### config.mk
export PLATFORM = sky130hd
export DESIGN_NAME = cic_sample_fifo
export DESIGN_NICKNAME = d
export VERILOG_FILES = /design/src/rtl/cic_sample_fifo.sv
export SDC_FILE = /design/constraint.sdc
export NUM_CORES = 1
export LEC_CHECK = 0
export CORE_MARGIN = 2
export CORE_UTILIZATION = 30
export CTS_CLUSTER_SIZE = 40
export DETAILED_ROUTE_END_ITERATION = 16
export SETUP_SLACK_MARGIN = 0.1
export SKIP_LAST_GASP = 1
export SLEW_MARGIN = 10
export SYNTH_ARGS = -nofsm -noshare
export SYNTH_HDL_FRONTEND = slang
export SYNTH_SLANG_ARGS = --single-unit
### constraint.sdc
create_clock -name clk -period 5.45 [get_ports clk]
set_input_delay 1.3625 -clock clk [delete_from_list [all_inputs] [get_ports clk]]
set_output_delay 1.3625 -clock clk [all_outputs]
set_load 0.03 [all_outputs]
### src/rtl/cic_sample_fifo.sv
// cic_sample_fifo: decimates a CIC output stream by sampling it once every
// DECIM_RATIO enabled clocks and queues the captured samples in a small
// first-word fall-through FIFO with a sticky overflow flag.
module cic_sample_fifo #(
    parameter int WIDTH       = 14,
    parameter int DEPTH       = 8,
    parameter int DECIM_RATIO = 32
) (
    input  logic                     clk,
    input  logic                     reset_n,
    input  logic                     enable,
    input  logic [WIDTH-1:0]         in,
    output logic [WIDTH-1:0]         out_data,
    output logic                     out_valid,
    input  logic                     out_ready,
    output logic [$clog2(DEPTH):0]   level,
    output logic                     overflow,
    input  logic                     overflow_clr
);

    localparam int unsigned AW = $clog2(DEPTH);
    localparam int unsigned PW = $clog2(DECIM_RATIO);

    localparam logic [PW-1:0] PHASE_LAST = PW'(DECIM_RATIO - 1);
    localparam logic [AW:0]   LEVEL_FULL = (AW + 1)'(DEPTH);

    logic [PW-1:0]    phase;
    logic [AW-1:0]    wr_ptr;
    logic [AW-1:0]    rd_ptr;
    logic [AW:0]      level_q;
    logic [WIDTH-1:0] mem [DEPTH];

    logic capture;
    logic pop;
    logic full;
    logic push;
    logic drop;

    // Capture/pop qualification; a pop frees the slot the capture needs when full.
    always_comb begin
        capture = 1'b0;
        pop     = 1'b0;
        full    = 1'b0;
        push    = 1'b0;
        drop    = 1'b0;
        capture = enable && (phase == PHASE_LAST);
        pop     = (level_q != '0) && out_ready;
        full    = (level_q == LEVEL_FULL);
        push    = capture && (!full || pop);
        drop    = capture && full && !pop;
    end

    // Decimation phase counter: runs while enabled, cleared while disabled.
    always_ff @(posedge clk or negedge reset_n) begin
        if (!reset_n) begin
            phase <= '0;
        end else if (!enable) begin
            phase <= '0;
        end else if (phase == PHASE_LAST) begin
            phase <= '0;
        end else begin
            phase <= phase + 1'b1;
        end
    end

    // Pointers wrap naturally at DEPTH (power of two); level tracked explicitly.
    always_ff @(posedge clk or negedge reset_n) begin
        if (!reset_n) begin
            wr_ptr  <= '0;
            rd_ptr  <= '0;
            level_q <= '0;
        end else begin
            if (push) begin
                wr_ptr <= wr_ptr + 1'b1;
            end
            if (pop) begin
                rd_ptr <= rd_ptr + 1'b1;
            end
            if (push && !pop) begin
                level_q <= level_q + 1'b1;
            end else if (pop && !push) begin
                level_q <= level_q - 1'b1;
            end
        end
    end

    // Sample storage; contents are don't-care until written, so no reset.
    always_ff @(posedge clk) begin
        if (push) begin
            mem[wr_ptr] <= in;
        end
    end

    // Sticky overflow flag; a drop on the same edge beats the clear.
    always_ff @(posedge clk or negedge reset_n) begin
        if (!reset_n) begin
            overflow <= 1'b0;
        end else if (drop) begin
            overflow <= 1'b1;
        end else if (overflow_clr) begin
            overflow <= 1'b0;
        end
    end

    // Head of FIFO straight from storage; forced to zero when empty so that
    // reset drives out_data low without resetting the array.
    always_comb begin
        out_valid = 1'b0;
        out_data  = '0;
        out_valid = (level_q != '0);
        if (out_valid) begin
            out_data = mem[rd_ptr];
        end
    end

    assign level = level_q;

endmodule
# Yosys cells after proc, flatten, opt, wreduce, memory -nomap -nowiden
# Memories as Yosys holds them, arrays and structs flattened.
# Cells that the tools add are included.
totals:
  register_bits: 16
  inputBits: 19
  mem_bits_rw: 112
  out_inout_bits: 20
  wordCells: 36
  mem_count: 1
op_classes:
  eq_ne: 2
  reduce_logical: 14
  mux: 9
  add_sub_neg: 5
memory_table:
  columns: ["name", "depth", "word_bits", "read_ports", "rd_ports_with_merged_regs", "write_ports", "line_no", "rtl"]
  rows:
  - ["mem", 8, 14, 1, 0, 1, "31", "logic [WIDTH-1:0] mem [DEPTH];"]
op_table:
  columns: ["op", "n"]
  rows:
  - ["14-bit two-way mux", 1]
  - ["5-bit two-way mux", 2]
  - ["4-bit two-way mux", 2]
  - ["1-bit logical AND", 7]
  - ["3-bit by 1-bit adder with 3-bit output, second input constant", 2]
  - ["5-bit by 1-bit adder with 5-bit output, second input constant", 1]
  - ["5-bit == test, second input constant", 1]
  - ["4-bit by 1-bit adder with 4-bit output, second input constant", 1]
  - ["4-bit == test, second input constant", 1]
  - ["1-bit two-way mux", 4]
  - ["2-bit nonzero test", 2]
  - ["4-bit nonzero test", 1]
  - ["4-bit by 1-bit subtractor with 4-bit output, second input constant", 1]
  - ["1-bit zero test", 3]
  - ["1-bit logical OR", 1]

# Longest topological paths before layout
# Gate-level depths: netlist (run 1).
depth:
  word_depth: 8
  ltp_mapped: 12
  ltp_nobuf: 12

# Worst setup path after synthesis (run 1)
# No wires, ideal clock.
synth_path:
  kind: "input -> register"
  startpoint: "input port out_ready"
  endpoint: "memory mem[0][0] (enable)"
  required_time_ns: 5.029
  setup_ns: 0.421
  cell_stages: 3
  slack_ns: 1.989
  arrival_ns: 3.040
  n_path_buf: 0
  path_cell_list: "nor2b_1 a21o_1 nor4_1"
synth_between:
  elab_chain_cells: 5
synth_rtl:
  columns: ["element", "line_no", "rtl"]
  rows:
  - ["start, declared", "15", "input logic out_ready,"]
  - ["1-bit logical AND", "47", "pop = (level_q != '0) && out_ready;"]
  - ["1-bit logical OR", "49", "push = capture && (!full || pop);"]
  - ["1-bit logical AND", "49", null]
  - ["1-bit two-way mux", "89", "if (push) begin"]
  - ["1-bit two-way mux (implied by the code)", "90", "mem[wr_ptr] <= in;"]
  - ["end, declared", "31", null]
# Every way passes these cells.

# Worst setup path after layout (run 1)
layout_path:
  startpoint: "register rd_ptr[0]"
  endpoint: "output port out_data[0]"
layout_between:
  elab_chain_cells: 2
layout_rtl:
  columns: ["element", "line_no", "rtl"]
  rows:
  - ["start, declared", "29", "logic [AW-1:0] rd_ptr;"]
  - ["start signal, assigned", "77", "rd_ptr <= rd_ptr + 1'b1;"]
  - ["memory 8 x 14 bit", null, null]
  - ["14-bit two-way mux", "111", "if (out_valid) begin"]
  - ["end, declared", "13", "output logic [WIDTH-1:0] out_data,"]
# Every way passes these cells.

==> metrics.yaml, run 1 <==
avgViaCountPerCell: 4.73
io_buffers: 38
drc: 0
whs_path_depth: 1
core-area_mm2: 0.0166
skew_ps: 17.7
finalMaxSlewViolations: 0
fp.dieW_um: 134
cts.sinks: 128
endpoint_kind: "output port"
routabilityCongestion: 0.719
syn_area_mm2: 0.00510
start_kind: "flop"
tightest_slew_ps: 1060
final-setup-viol-count: 0
hold_violations: 0
cts-root-buf: "clkbuf_16"
finalPower_w: 0.00346
synth.distinct_cells: 39
grt_max_degree: 31
dp_cells: 504
ir_drop_mv: 0.266
initial_core_util_pct: 30.8
grt.overflow.total: 0
diodes: 0
tritoncts: "done"
hold_slack_ps: 471
min-delay-start: "phase[0]"
n_fill_cell: 1530
firstDrtPassIters: 4
post-route-period-util_pct: 78.6
synth_area_per_cell_um2: 20.3
row_count: 47
fin_util_pct: 38.8
hold_end: "phase[0]"
synth_area_leaders: "edfxtp_1 66%, mux4_2 12%, dfrtp_1 7.8%, a22o_1 1.9%, ha_1 1.7%"
wl_per_cell_um: 18.5
io_pins: 39
grt_use_total_pct: 11.9
clockBufferDepth: 2
grt_pass1_vias: 2726
antenna_found_initial: 0
yosys_warnings: 0
htreeDepth: 4
netlist_instances: 251
crit_fanout: 30
synth_most_common_cell: "edfxtp_1"
finalSetupTns_ps: 0
max_clock_freq_ghz: 0.233
max_cap_viol_count: 0
ys.flop_type: "edfxtp_1"
post-cts-setup-buffer-count: 0
cts_made_buffers: 17
required_ps: 4090
clk-insertion-delay-late_ps: 420
synth-edff-count: 112
drtIter0Drc: 211
critPathArrivalTime_ps: 2920
crit_type: "reg2out"
hold_path.class: "reg2reg"
ys_seq_area_share_pct: 73.7
slew_headroom_pct: 29.2
r2r-end: "level[3]"
p_per_area_mw_per_mm2: 537
synth_top_cell_area_share_pct: 65.9
synth_nets: 278
p_leak_nw: 2.13
clkTransAtPathRegs_ps: 60
reg2reg_from: "phase[0]"
min_period_ps: 4290
final_nets: 330
synth_commonest_cells: "112 x edfxtp_1, 28 x mux4_2, 16 x dfrtp_1"
die_h_um: 134
hpwl_um: 5780
rr_worst_depth: 12
yosysTopAreaCell: "edfxtp_1"
rsz0062_at_grt: "false"
drive_gt1_share_pct: 26.6
cts.repair.resized: 0
ys_seq_elements: 128
outcome: "complete, no violations"
instances_no_fill: 536
r2r_slack_ps: 2280
die-area_mm2: 0.0181
routed-via-count: 2534
hold_buffers: 0
area_growth_pct: 26.0
grt_first_pass_wirelength_um: 15300
antenna_left: 0
routed_wl_um: 9910
synth-async-reset-ratio_pct: 12.5
[routing by layer]
layer	track usage [%]	part of all wire, %	vias up	routed length, um
li1	-	-	1144	-
met1	14.5	43	1319	4270
met2	19.6	52	60	5110
met3	3.51	3.7	11	369
met4	5.09	1.6	0	161
met5	0	0	-	0
[cell families after synthesis]
logic type | count (synthesis) | synth area share (%)
adders and majority gates | 8 | 2.11
buffers and inverters | 13 | 1.54
muxes | 32 | 13.2
AOI/OAI and AO/OA | 24 | 3.87
xor gates and xnor gates | 8 | 1.37
DFF | 128 | 73.7
and+or+nand+nor | 38 | 4.14
[area by class of cell]
class	instances	area, um^2	share of cell area, %
inverter	3	11.3	0.175
timing repair buffer	43	418	6.50
sequential	128	3760	58.6
clock inverter	14	214	3.33
multi-input combinational	110	1310	20.3
clock buffer	18	439	6.83
tap	220	275	4.28
[where the power goes]
part           total, W  switching [W]  internal, W  leakage (nW)
logic           0.00101       0.000495     0.000517         0.618
registers       0.00122       0.000126      0.00109          1.21
clock network   0.00122       0.000403     0.000821         0.300
total           0.00346        0.00102      0.00243          2.13
[through the flow]
step | worst slack, ps | instance area [um^2]
finish | 1160 | 6430
global route | 935 | 6430
CTS | 1060 | 6430
detailed placement | 1360 | 5780
global placement | 1480 | 5780
floorplan | 1990 | 5100
[state kept, by name (all words and copies together) (netlist names)]
name      cells
wr_ptr        3
mem         112
overflow      1
level         4
rd_ptr        3
phase         5
[critical path, stage by stage, from the launching register on]
cell,delay [ps]
dfrtp_2,1030
mux4_2,600
a22o_2,280
clkdlybuf4s50_1,590
[worst max path at each step]
stage | end | startpoint
2_1_floorplan | mem[0][0] | out_ready
3_3_place_gp | level[3] | enable
3_5_place_dp | level[3] | out_ready
4_1_cts | out_data[13] | rd_ptr[0]
5_1_grt | out_data[0] | rd_ptr[0]
6_report | out_data[0] | rd_ptr[0]
[cell usage in the layout (no fill, tap or decap), types with 2 or more instances in the layout]
cell / Yosys / layout
buf_4: 1 / 5
a21oi_1: 3 / 3
nand2_1: 5 / 5
ha_1: 7 / 7
a22o_2: 3 / 3
and2_1: 2 / 2
nand3_1: 5 / 5
nor3_2: 0 / 2
bufinv_16: 0 / 5
mux2_2: 3 / 3
clkdlybuf4s50_1: 0 / 38
clkinvlp_4: 0 / 6
nor2_2: 0 / 3
clkbuf_16: 0 / 17
mux4_2: 28 / 28
clkinv_2: 0 / 2
edfxtp_1: 112 / 112
nand2b_1: 4 / 4
dfrtp_1: 16 / 15
xnor2_1: 6 / 6
o211ai_1: 2 / 2
inv_1: 3 / 3
nor3_1: 6 / 2
nor3_4: 0 / 2
xor2_1: 2 / 2
nor2_1: 6 / 3
a22o_1: 11 / 11
Power figures use the tool's default switching activity.
==> run 2: changes to the inputs <==
Clock period 5.45 ns to 4.1 ns, I/O delays scaled along.
==> run 2 against run 1 <==
Against the previous run:
- global-route usage down 0.066 points
- total power rose by 27%
- worst setup slack lost 810 ps
- cell area is 0.99% lower
- critical endpoint is now out_data[9]
- largest power group unchanged
- die area did not move
- via count fell by 0.24%
- clock-buffer cell count is 1 higher
- sequential cell count did not move
- highest routed layer unchanged
- critical path depth grew 1
- final cell count up 0.93%
- sequential share of layout area rose by 0.59 points
==> metrics.yaml, run 2 (synthesized netlist as in run 1, its figures left out) <==
cts-root-buf: "clkbuf_16"
drtIter0Drc: 141  # -33%
skew_ps: 6.76  # -11.0 ps
max_cap_viol_count: 0  # unchanged
ir_drop_mv: 0.336  # +27%
antenna_left: 0  # unchanged
routabilityCongestion: 0.745  # +3.5%
finalMaxSlewViolations: 0  # unchanged
clk-insertion-delay-late_ps: 410  # about the same
endpoint_kind: "output port"
post-route-period-util_pct: 91.5
grt_pass1_vias: 2726  # unchanged
cts.sinks: 128  # unchanged
grt_max_degree: 27  # -13%
final-setup-viol-count: 0  # unchanged
crit_type: "reg2out"
htreeDepth: 4  # unchanged
tritoncts: "done"
antenna_found_initial: 0  # unchanged
start_kind: "flop"
critPathArrivalTime_ps: 2730  # -190 ps
final_nets: 336  # +1.8%
cts_made_buffers: 17  # unchanged
die-area_mm2: 0.0181  # unchanged
required_ps: 3070  # -1020 ps
routed_wl_um: 9880  # -0.35%
post-cts-setup-buffer-count: 0  # unchanged
routed-via-count: 2528  # -0.24%
top_register: "mem"
die_h_um: 134  # unchanged
grt_first_pass_wirelength_um: 15300  # -0.32%
largest_reg_flops: 112  # unchanged
n_fill_cell: 1533  # +0.20%
cts.repair.resized: 0  # unchanged
p_leak_nw: 2.13  # +0.10%
diodes: 0  # unchanged
place_area_mm2: 0.00581  # +0.65%
initial_core_util_pct: 30.8  # unchanged
hpwl_um: 5860  # +1.4%
hold_path.class: "reg2reg"
finalSetupTns_ps: 0  # unchanged
hold_buffers: 0  # unchanged
io_buffers: 38  # unchanged
avgViaCountPerCell: 4.67  # -1.2%
wl_per_cell_um: 18.3  # -1.3%
max_clock_freq_ghz: 0.267
area_growth_pct: 24.7
grt_use_total_pct: 11.8  # -0.066 points
clockBufferDepth: 2  # unchanged
p_per_area_mw_per_mm2: 688  # +28%
drc: 0  # unchanged
core-area_mm2: 0.0166  # unchanged
tightest_slew_ps: 796  # -265 ps
row_count: 47  # unchanged
layout_common_cells: "112 x edfxtp_1, 38 x clkdlybuf4s50_1, 28 x mux4_2"
firstDrtPassIters: 4  # unchanged
rsz0062_at_grt: "false"
crit_fanout: 12  # -60%
fp.dieW_um: 134  # unchanged
clkTransAtPathRegs_ps: 50  # about the same
min_period_ps: 3750
drive_gt1_share_pct: 25.2  # -1.3 points
fin_area_mm2: 0.00637  # -0.99%
outcome: "complete, no violations"
grt.overflow.total: 0  # unchanged
io_pins: 39  # unchanged
hold_violations: 0  # unchanged
final_common_cell: "edfxtp_1"
slew_headroom_pct: 46.8  # +18 points
run 2: changes by cell type in the layout (fill, tap and decap cells not counted), moves of 3 or more:
| cell | change |
|---|---|
| buf_4 | +5 |
| clkinvlp_4 | -4 |
| bufinv_16 | -3 |
| clkinv_1 | +3 |
| nor2_1 | +3 |
| nor2_2 | -3 |
run 2: final timing paths:
kind	start	to	slack [ps]	depth (start not counted)
worst max-delay path	rd_ptr[0]	out_data[9]	350	4
worst min-delay path	phase[0]	phase[0]	460	1
worst max register to register	phase[0]	level[3]	1030	12
worst min register to register	phase[0]	phase[0]	460	1
max in group asynchronous	reset_n	rd_ptr[0]	2470	1
min in group asynchronous	reset_n	level[2]	1080	1
run 2: layout make-up:
| cell class | count | area [um^2] | share of cell area [%] |
|---|---|---|---|
| Clock inverter | 12 | 119 | 1.87 |
| Tap cell | 220 | 275 | 4.32 |
| Sequential cell | 128 | 3760 | 59.1 |
| Timing Repair Buffer | 49 | 475 | 7.47 |
| Clock buffer | 19 | 433 | 6.80 |
| Multi-Input combinational cell | 110 | 1290 | 20.2 |
| Inverter | 3 | 11.3 | 0.177 |
run 2: critical path, cell delays in order, from the launching register on:
cell and delay (ps):
dfrtp_2 640, buf_4 290, mux4_2 520, a22o_1 260
clkdlybuf4s50_1 590
run 2: metrics by stage:
| stage | power, W | util (%) | hold slack [ps] | worst slack [ps] | instances |
|---|---|---|---|---|---|
| floorplan | 0.00256 | - | 432 | 976 | 251 |
| global placement | 0.00303 | 35.1 | 446 | 536 | 510 |
| detailed placement | 0.00305 | 35.1 | 455 | 412 | 510 |
| CTS | 0.00446 | 38.4 | 461 | 283 | 541 |
| global route | 0.00459 | 38.4 | 504 | 221 | 541 |
| finish | 0.00438 | 38.4 | 461 | 350 | 541 |
run 2: layer usage:
| layer | vias up | global-route usage [%] | share of wire, % |
|---|---|---|---|
| li1 | 1156 | - | - |
| met1 | 1311 | 13.9 | 42 |
| met4 | 0 | 4.15 | 1.3 |
| met2 | 49 | 20.0 | 52 |
| met5 | - | 0 | 0 |
| met3 | 12 | 4.20 | 4.4 |
run 2: report_power, final:
part | leakage [nW] | internal (W) | total (W) | switching, W
registers | 1.21 | 0.00146 | 0.00155 | 0.0000940
clock network | 0.265 | 0.000882 | 0.00139 | 0.000513
logic | 0.655 | 0.000705 | 0.00144 | 0.000730
==> run 3: changes to the inputs <==
Settings changed: CAP_MARGIN set to 5.
Clock period 4.1 ns to 3.55 ns, I/O delays scaled along.
==> run 3 against run 2 <==
Against the previous run:
- die area is the same
- first-iteration DRC count rose by 2.8%
- sequential power up 14%
- final cell count up 1.1%
- utilization is essentially flat
- global-route usage up 0.37 points
- critical endpoint is now out_data[0]
- largest power group unchanged
- highest routed layer unchanged
==> metrics.yaml, run 3 (synthesized netlist as in run 1, its figures left out) <==
pre_cts_ws_ps: 189  # -223 ps
die_h_um: 134  # unchanged
layout_common_cells: "112 x edfxtp_1, 28 x mux4_2, 24 x clkdlybuf4s50_1"
crit_fanout: 14  # +2
required_ps: 2660  # -410 ps
n_fill_cell: 1521  # -0.78%
finalPower_w: 0.00486  # +11%
slew_headroom_pct: 52.0  # +5.3 points
cts-root-buf: "clkbuf_16"
final_nets: 343  # +2.1%
hold_path.class: "reg2reg"
fp.dieW_um: 134  # unchanged
p_leak_nw: 2.18  # +2.4%
outcome: "complete, no violations"
routabilityCongestion: 0.738  # -0.97%
seq_power_share_pct: 36.1  # +0.7 points
netSwitchingFraction_pct: 31.1  # +0.60 points
grt_max_degree: 29  # +7.4%
worstPathCellList: "or4_4 -> and2_4 -> a22o_2 -> dlygate4sd2_1"
rsz0062_at_grt: "false"
whs_path_depth: 1  # unchanged
final_common_cell: "edfxtp_1"
critPathArrivalTime_ps: 2380  # -350 ps
r2r_slack_ps: 700  # -330 ps
start_kind: "flop"
tritoncts: "done"
critPathBufInv: 1  # -1
final-setup-viol-count: 0  # unchanged
drc: 0  # unchanged
reg2reg_from: "level[0]"
crit_family: "simple AND/OR/NAND/NOR gates"
r2r-end: "level[3]"
grt_pass1_vias: 2838  # +4.1%
rr_worst_depth: 8  # -4
min_period_ps: 3270
firstDrtPassIters: 4  # unchanged
drtIter0Drc: 145  # +2.8%
p_per_area_mw_per_mm2: 763  # +11%
finalMaxSlewViolations: 0  # unchanged
row_count: 47  # unchanged
routed_wl_um: 9930  # +0.55%
top_register: "mem"
wl_per_cell_um: 18.2  # -0.56%
pwr-share-comb_pct: 33.1  # +0.3 points
switching_power_w: 0.00151  # +13%
worst_slack_ps: 279  # -70.9 ps
drive_gt1_share_pct: 25.7  # +0.45 points
max_clock_freq_ghz: 0.306
largest_reg_flops: 112  # unchanged
slowest_stage: "or4_4"
io_buffers: 38  # unchanged
cts_made_buffers: 17  # unchanged
startpoint: "level[0]"
htreeDepth: 4  # unchanged
die-area_mm2: 0.0181  # unchanged
cpPeakStageDelay_ps: 600  # -40 ps
avgViaCountPerCell: 4.69  # +0.35%
clockBufferDepth: 2  # unchanged
tightest_slew_ps: 718  # -78.6 ps
grt_first_pass_wirelength_um: 15800  # +3.5%
hpwl_um: 6230  # +6.4%
dp_cells: 517  # +1.4%
core-area_mm2: 0.0166  # unchanged
p_int_w: 0.00335  # +10%
grt.overflow.total: 0  # unchanged
hold_violations: 0  # unchanged
area_growth_pct: 24.8  # about the same
initial_core_util_pct: 30.8  # unchanged
min-delay-start: "phase[0]"
cts.sinks: 128  # unchanged
hold_end: "phase[0]"
post-route-period-util_pct: 92.1
antenna_found_initial: 0  # unchanged
skew_ps: 6.86  # +0.107 ps
max_cap_viol_count: 0  # unchanged
clkPwrFrac_pct: 30.8  # -1.0 points
endpoint_kind: "output port"
hold_buffers: 0  # unchanged
clkTransAtPathRegs_ps: 50  # about the same
ir_drop_mv: 0.464  # +38%
io_pins: 39  # unchanged
grt_use_total_pct: 12.2  # +0.37 points
instances_no_fill: 547  # +1.1%
clk-insertion-delay-late_ps: 410  # about the same
diodes: 0  # unchanged
finalSetupTns_ps: 0  # unchanged
routed-via-count: 2565  # +1.5%
antenna_left: 0  # unchanged
crit_type: "reg2out"
run 3: cell count changes in the layout (fill, tap and decap cells not counted), sizes merged, moves of 2 or more:
cell / previous run / this run
dlygate4sd2: 0 / 14
clkinv: 7 / 9
clkdlybuf4s50: 38 / 24
buf: 11 / 18
run 3: stage by stage:
step,utilization (%),cell area (um^2),hold WS [ps]
3_5_place_dp,35.5,5880,467
3_3_place_gp,35.5,5880,446
5_1_grt,38.4,6370,503
4_1_cts,38.4,6370,474
2_1_floorplan,-,5100,432
6_report,38.4,6370,472
run 3: layout make-up:
type / count / area [um^2] / area share (%)
clock buffers: 19 / 433 / 6.80
clock inverters: 11 / 75.1 / 1.18
inverters: 3 / 11.3 / 0.177
multi-input cells: 110 / 1290 / 20.2
flip-flops and latches: 128 / 3760 / 59.1
well taps: 220 / 275 / 4.32
repair buffers: 56 / 523 / 8.21
run 3: routing by layer:
layer,up-vias,global-route usage [%],wire length (um)
li1,1165,-,-
met1,1349,14.7,4440
met2,40,20.1,5010
met3,11,3.67,326
met4,0,5.44,153
met5,-,0,0
run 3: worst max-delay path by stage:
| stage | end | cells after the start |
|---|---|---|
| floorplan | mem[0][0] | 3 |
| global placement | level[3] | 10 |
| detailed placement | level[3] | 10 |
| CTS | out_data[0] | 4 |
| global route | out_data[10] | 4 |
| finish | out_data[0] | 4 |
run 3: what timing repair did:
action | 4_1_cts | 5_1_grt
setup buffers | 0 | 0
setup endpoints to repair | 14 | 0
resized for setup | 14 | 0
run 3: power groups by stage:
stage / logic [W] / clock network [W] / registers, W
global route: 0.00173 / 0.00160 / 0.00177
finish: 0.00161 / 0.00150 / 0.00176
detailed placement: 0.00175 / 0 / 0.00179
CTS: 0.00165 / 0.00153 / 0.00176
global placement: 0.00173 / 0 / 0.00178
floorplan: 0.00115 / 0 / 0.00181
==> patch 1 (flow settings as in run 2) <==
Register the output `overflow` once more, without a reset; this adds one clock of latency there. The other outputs are not delayed to match.
--- a/src/rtl/cic_sample_fifo.sv
+++ b/src/rtl/cic_sample_fifo.sv
@@ -23,6 +23,8 @@
 
     localparam logic [PW-1:0] PHASE_LAST = PW'(DECIM_RATIO - 1);
     localparam logic [AW:0]   LEVEL_FULL = (AW + 1)'(DEPTH);
+
+    logic overflow_s0;
 
     logic [PW-1:0]    phase;
     logic [AW-1:0]    wr_ptr;
@@ -94,11 +96,11 @@
     // Sticky overflow flag; a drop on the same edge beats the clear.
     always_ff @(posedge clk or negedge reset_n) begin
         if (!reset_n) begin
-            overflow <= 1'b0;
+            overflow_s0 <= 1'b0;
         end else if (drop) begin
-            overflow <= 1'b1;
+            overflow_s0 <= 1'b1;
         end else if (overflow_clr) begin
-            overflow <= 1'b0;
+            overflow_s0 <= 1'b0;
         end
     end
 
@@ -115,4 +117,8 @@
 
     assign level = level_q;
 
+    always_ff @(posedge clk) begin
+        overflow <= overflow_s0;
+    end
+
 endmodule
Check against the original RTL: same outputs for any inputs over 10 cycles, from zero or initial values and one cycle with reset_n low; that may be too few to reach the edited logic, so the function may still have changed.
==> patch 1 against run 2 <==
First-iteration DRC count grew 28%; synthesized area rose by 0.39%; critical path type unchanged; total power grew 1.5%; highest routed layer unchanged; sequential cell count rose by 1; die area is 0.38% higher; register-to-register slack got worse by 0.04 ns; routed wire length down 1.9%; design area rose by 0.69%; worst setup slack better by 0.078 ns; synthesized cell count rose by 0.40%.
==> patch 1: results (changes against run 2) <==
outcome completed; Post-Syn Nets 279 (+0.36%); worst hold endpoint overflow$_DFF_P_; later-pin clock latency in the skew report 0.41 ns (about the same); pin count of the biggest net entering global routing 29 (+7.4%); worst slew pin tran 0.7414 ns (-0.05466 ns); RD Place Congestion 0.7268 (-2.4%); clock buffer depth 2 (unchanged); total track usage 11.47% (-0.32 points); layout overhead on the synthesized area 25.10%; Hold Crit Class reg2reg; ANT cells 0 (unchanged); Max stage delay cell, worst path or4_4; post-synthesis sequential area ratio 73.85% (+0.10 points); Initial DRC Count 180 (+28%); worst-path fanout max 14 (+2); # fillers 1509 (-1.6%); routed len/inst 17.91 µm (-1.9%); asr flop ratio synth 12.40% (-0.097 points); clk_skew 0.004266 ns (-0.002492 ns); DR vias 2506 (-0.87%); top cells by area, synth edfxtp_1 (66%), mux4_2 (12%), dfrtp_1 (7.8%); slowest stage delay, CP 0.60 ns (-0.04 ns); Cell variety after synth 40 (+2.6%); HP Start overflow_s0$_DFFE_PN0P_; Leak 2.152 nW (+0.93%); global-route wire length before repair 15.04 mm (-1.5%); R2R Setup Slk 0.99 ns (-0.04 ns); share of cells above drive strength 1 26.48% (+1.2 points); Max rail drop VDD 0.3934 mV (+17%); critical path arrival 2.65 ns (-0.08 ns); HPWL after detailed placement 5.838 mm (-0.32%); Hold Path Depth 0 (-1); fin nets 336 (unchanged); Mean Syn Cell Area 20.33 µm² (about the same)
==> patch 1: cell types whose count changed after synthesis, sizes merged <==
| cell | before | now |
|---|---|---|
| dfxtp | 0 | 1 |
==> patch 1: cells by family (layout without fill, tap and decap cells) <==
logic type	Yosys count	count (layout)	share of synthesized area, %
buf+inv	13	82	1.538
fa+ha+maj	8	8	2.100
flops	129	129	73.85
xor+xnor	8	8	1.368
mux	32	32	13.16
compound gates	24	24	3.858
simple gates	38	38	4.127
==> patch 1: worst max-delay path by stage <==
stage | startpoint | endpoint | slack (ns) | cells past startpoint
5_1_grt | level[0]$_DFFE_PN0P_ | out_data[12] | 0.35 | 4
3_5_place_dp | out_ready | level[3]$_DFFE_PN0P_ | 0.39 | 10
3_3_place_gp | out_ready | level[3]$_DFFE_PN0P_ | 0.53 | 10
6_report | level[0]$_DFFE_PN0P_ | out_data[12] | 0.43 | 4
2_1_floorplan | out_ready | mem[0][0]$_DFFE_PP_ | 0.98 | 3
4_1_cts | level[0]$_DFFE_PN0P_ | out_data[12] | 0.38 | 4
==> patch 1: final cells by class <==
cell class / instances / area (µm²) / share of cell area (%)
Sequential cell: 129 / 3785 / 59.05
Multi-Input combinational cell: 110 / 1287 / 20.09
Timing Repair Buffer: 48 / 467.9 / 7.300
Clock buffer: 17 / 425.4 / 6.637
Tap cell: 220 / 275.3 / 4.294
Clock inverter: 14 / 157.7 / 2.459
Inverter: 3 / 11.26 / 0.1757
==> patch 1: power breakdown <==
part	switching (mW)	internal (mW)
combinational	0.759	0.699
clock	0.562	0.901
sequential	0.0602	1.47
==> patch 1: stage by stage <==
step / setup slack [ns] / utilization [%] / instance area, µm² / hold slack (ns) / power [mW]
after global routing: 0.3502 / 38.52 / 6410 / 0.3852 / 4.641
after CTS: 0.3781 / 38.52 / 6410 / 0.3780 / 4.522
after detailed placement: 0.3947 / 35.01 / 5827 / 0.3637 / 3.048
after global placement: 0.5257 / 35.01 / 5827 / 0.3581 / 3.030
after floorplan: 0.9764 / - / 5124 / 0.3472 / 2.567
final: 0.4277 / 38.52 / 6410 / 0.3767 / 4.448
==> patch 1: routing by layer <==
metal / global-route usage (%) / up-vias / wire length (µm)
li1: - / 1153 / -
met1: 12.71 / 1305 / 4018
met2: 20.64 / 37 / 5250
met3: 3.716 / 11 / 301
met4: 4.035 / 0 / 122
met5: 0 / - / 0
==> patch 1: worst max-delay path, delay by kind of cell, from the launching register on <==
family | cells | cell delay (ns)
simple gates | 2 | 0.88
flops | 1 | 0.48
compound gates | 1 | 0.28
buf+inv | 1 | 0.60
==> patch 2 (settings of run 2) <==
Made on the original files. `WIDTH`: 14 -> 7.
--- a/src/rtl/cic_sample_fifo.sv
+++ b/src/rtl/cic_sample_fifo.sv
@@ -2,7 +2,7 @@
 // DECIM_RATIO enabled clocks and queues the captured samples in a small
 // first-word fall-through FIFO with a sticky overflow flag.
 module cic_sample_fifo #(
-    parameter int WIDTH       = 14,
+    parameter int WIDTH       = 7,
     parameter int DEPTH       = 8,
     parameter int DECIM_RATIO = 32
 ) (
Interface: changed (resized in and out_data); port bits go from 39 to 25. The function was not compared with the original's and may differ.
==> patch 2 against run 2 <==
Combinational power is 43% lower; synthesized area fell by 41%; maximum frequency rose by 3.2%; design area decreased by 43%; total power down 47%; global-route usage down 0.67 points; worst hold slack improved by 0.0046 ns; via count fell by 38%; sequential cell count decreased by 56; routed wire length shrank 45%; worst setup slack better by 0.12 ns; critical path type unchanged; largest cell class unchanged.
==> patch 2: results (changes against run 2) <==
outcome completed; slowest stage delay, CP 0.67 ns (+0.03 ns); Worst R2R Path Depth 8 (-4); Die W 104.3 µm (-22%); vias in the first global route 1640 (-40%); asr flop ratio synth 22.22% (+9.7 points); layout overhead on the synthesized area 20.68%; Placed Instances 327 (-36%); top cells by area, synth edfxtp_1 (56%), dfrtp_1 (13%), mux4_2 (10%); mux contribution to synthesized area 11.89% (-1.3 points); GR Util met3 4.323% (+0.13 points); routed len/inst 15.93 µm (-13%); max FFs per register 56 (-50%); Max rail drop VDD 0.4503 mV (+34%); clock share of power 25.9% (-5.9 points); nonclk buf count 30 (-39%); # port buffers 24 (-37%); Final Hold Slack 0.4661 ns (+0.004604 ns); Comb group 822 µW (-43%); Reg area 2082 µm² (-45%); fin nets 225 (-33%); R2R Path Start level[0]$_DFFE_PN0P_; Layout clock area frac 5.975% (-2.7 points); total track usage 11.12% (-0.67 points); R2R Setup Slk 1.13 ns (+0.10 ns); critical path arrival 2.61 ns (-0.12 ns); Synth Area in XOR/XNOR 2.321% (+0.95 points); worst-path fanout max 8 (-4)
-- patch 2: changes by cell type after synthesis, moves of 3 or more --
cell / change
a22o_2: -3
a22o_1: -4
mux4_2: -14
edfxtp_1: -56
-- patch 2: how the worst max path moves through the flow --
| stage | slack [ns] | to | cells after the start | startpoint |
|---|---|---|---|---|
| after floorplan | 1.19 | level[3]$_DFFE_PN0P_ | 9 | out_ready |
| after global placement | 0.59 | level[3]$_DFFE_PN0P_ | 10 | enable |
| after detailed placement | 0.50 | level[3]$_DFFE_PN0P_ | 10 | enable |
| after CTS | 0.46 | out_data[1] | 4 | level[0]$_DFFE_PN0P_ |
| after global routing | 0.37 | out_data[1] | 4 | level[0]$_DFFE_PN0P_ |
| final | 0.47 | out_data[1] | 4 | level[0]$_DFFE_PN0P_ |
-- patch 2: worst register-to-register path: cells and delay by family (launching register included) --
kind	cells	cell delay, ns
and+or+nand+nor	3	1.41
DFF	1	0.49
AOI/OAI and AO/OA	2	0.21
buffers and inverters	1	0.13
adders and majority gates	2	0.63
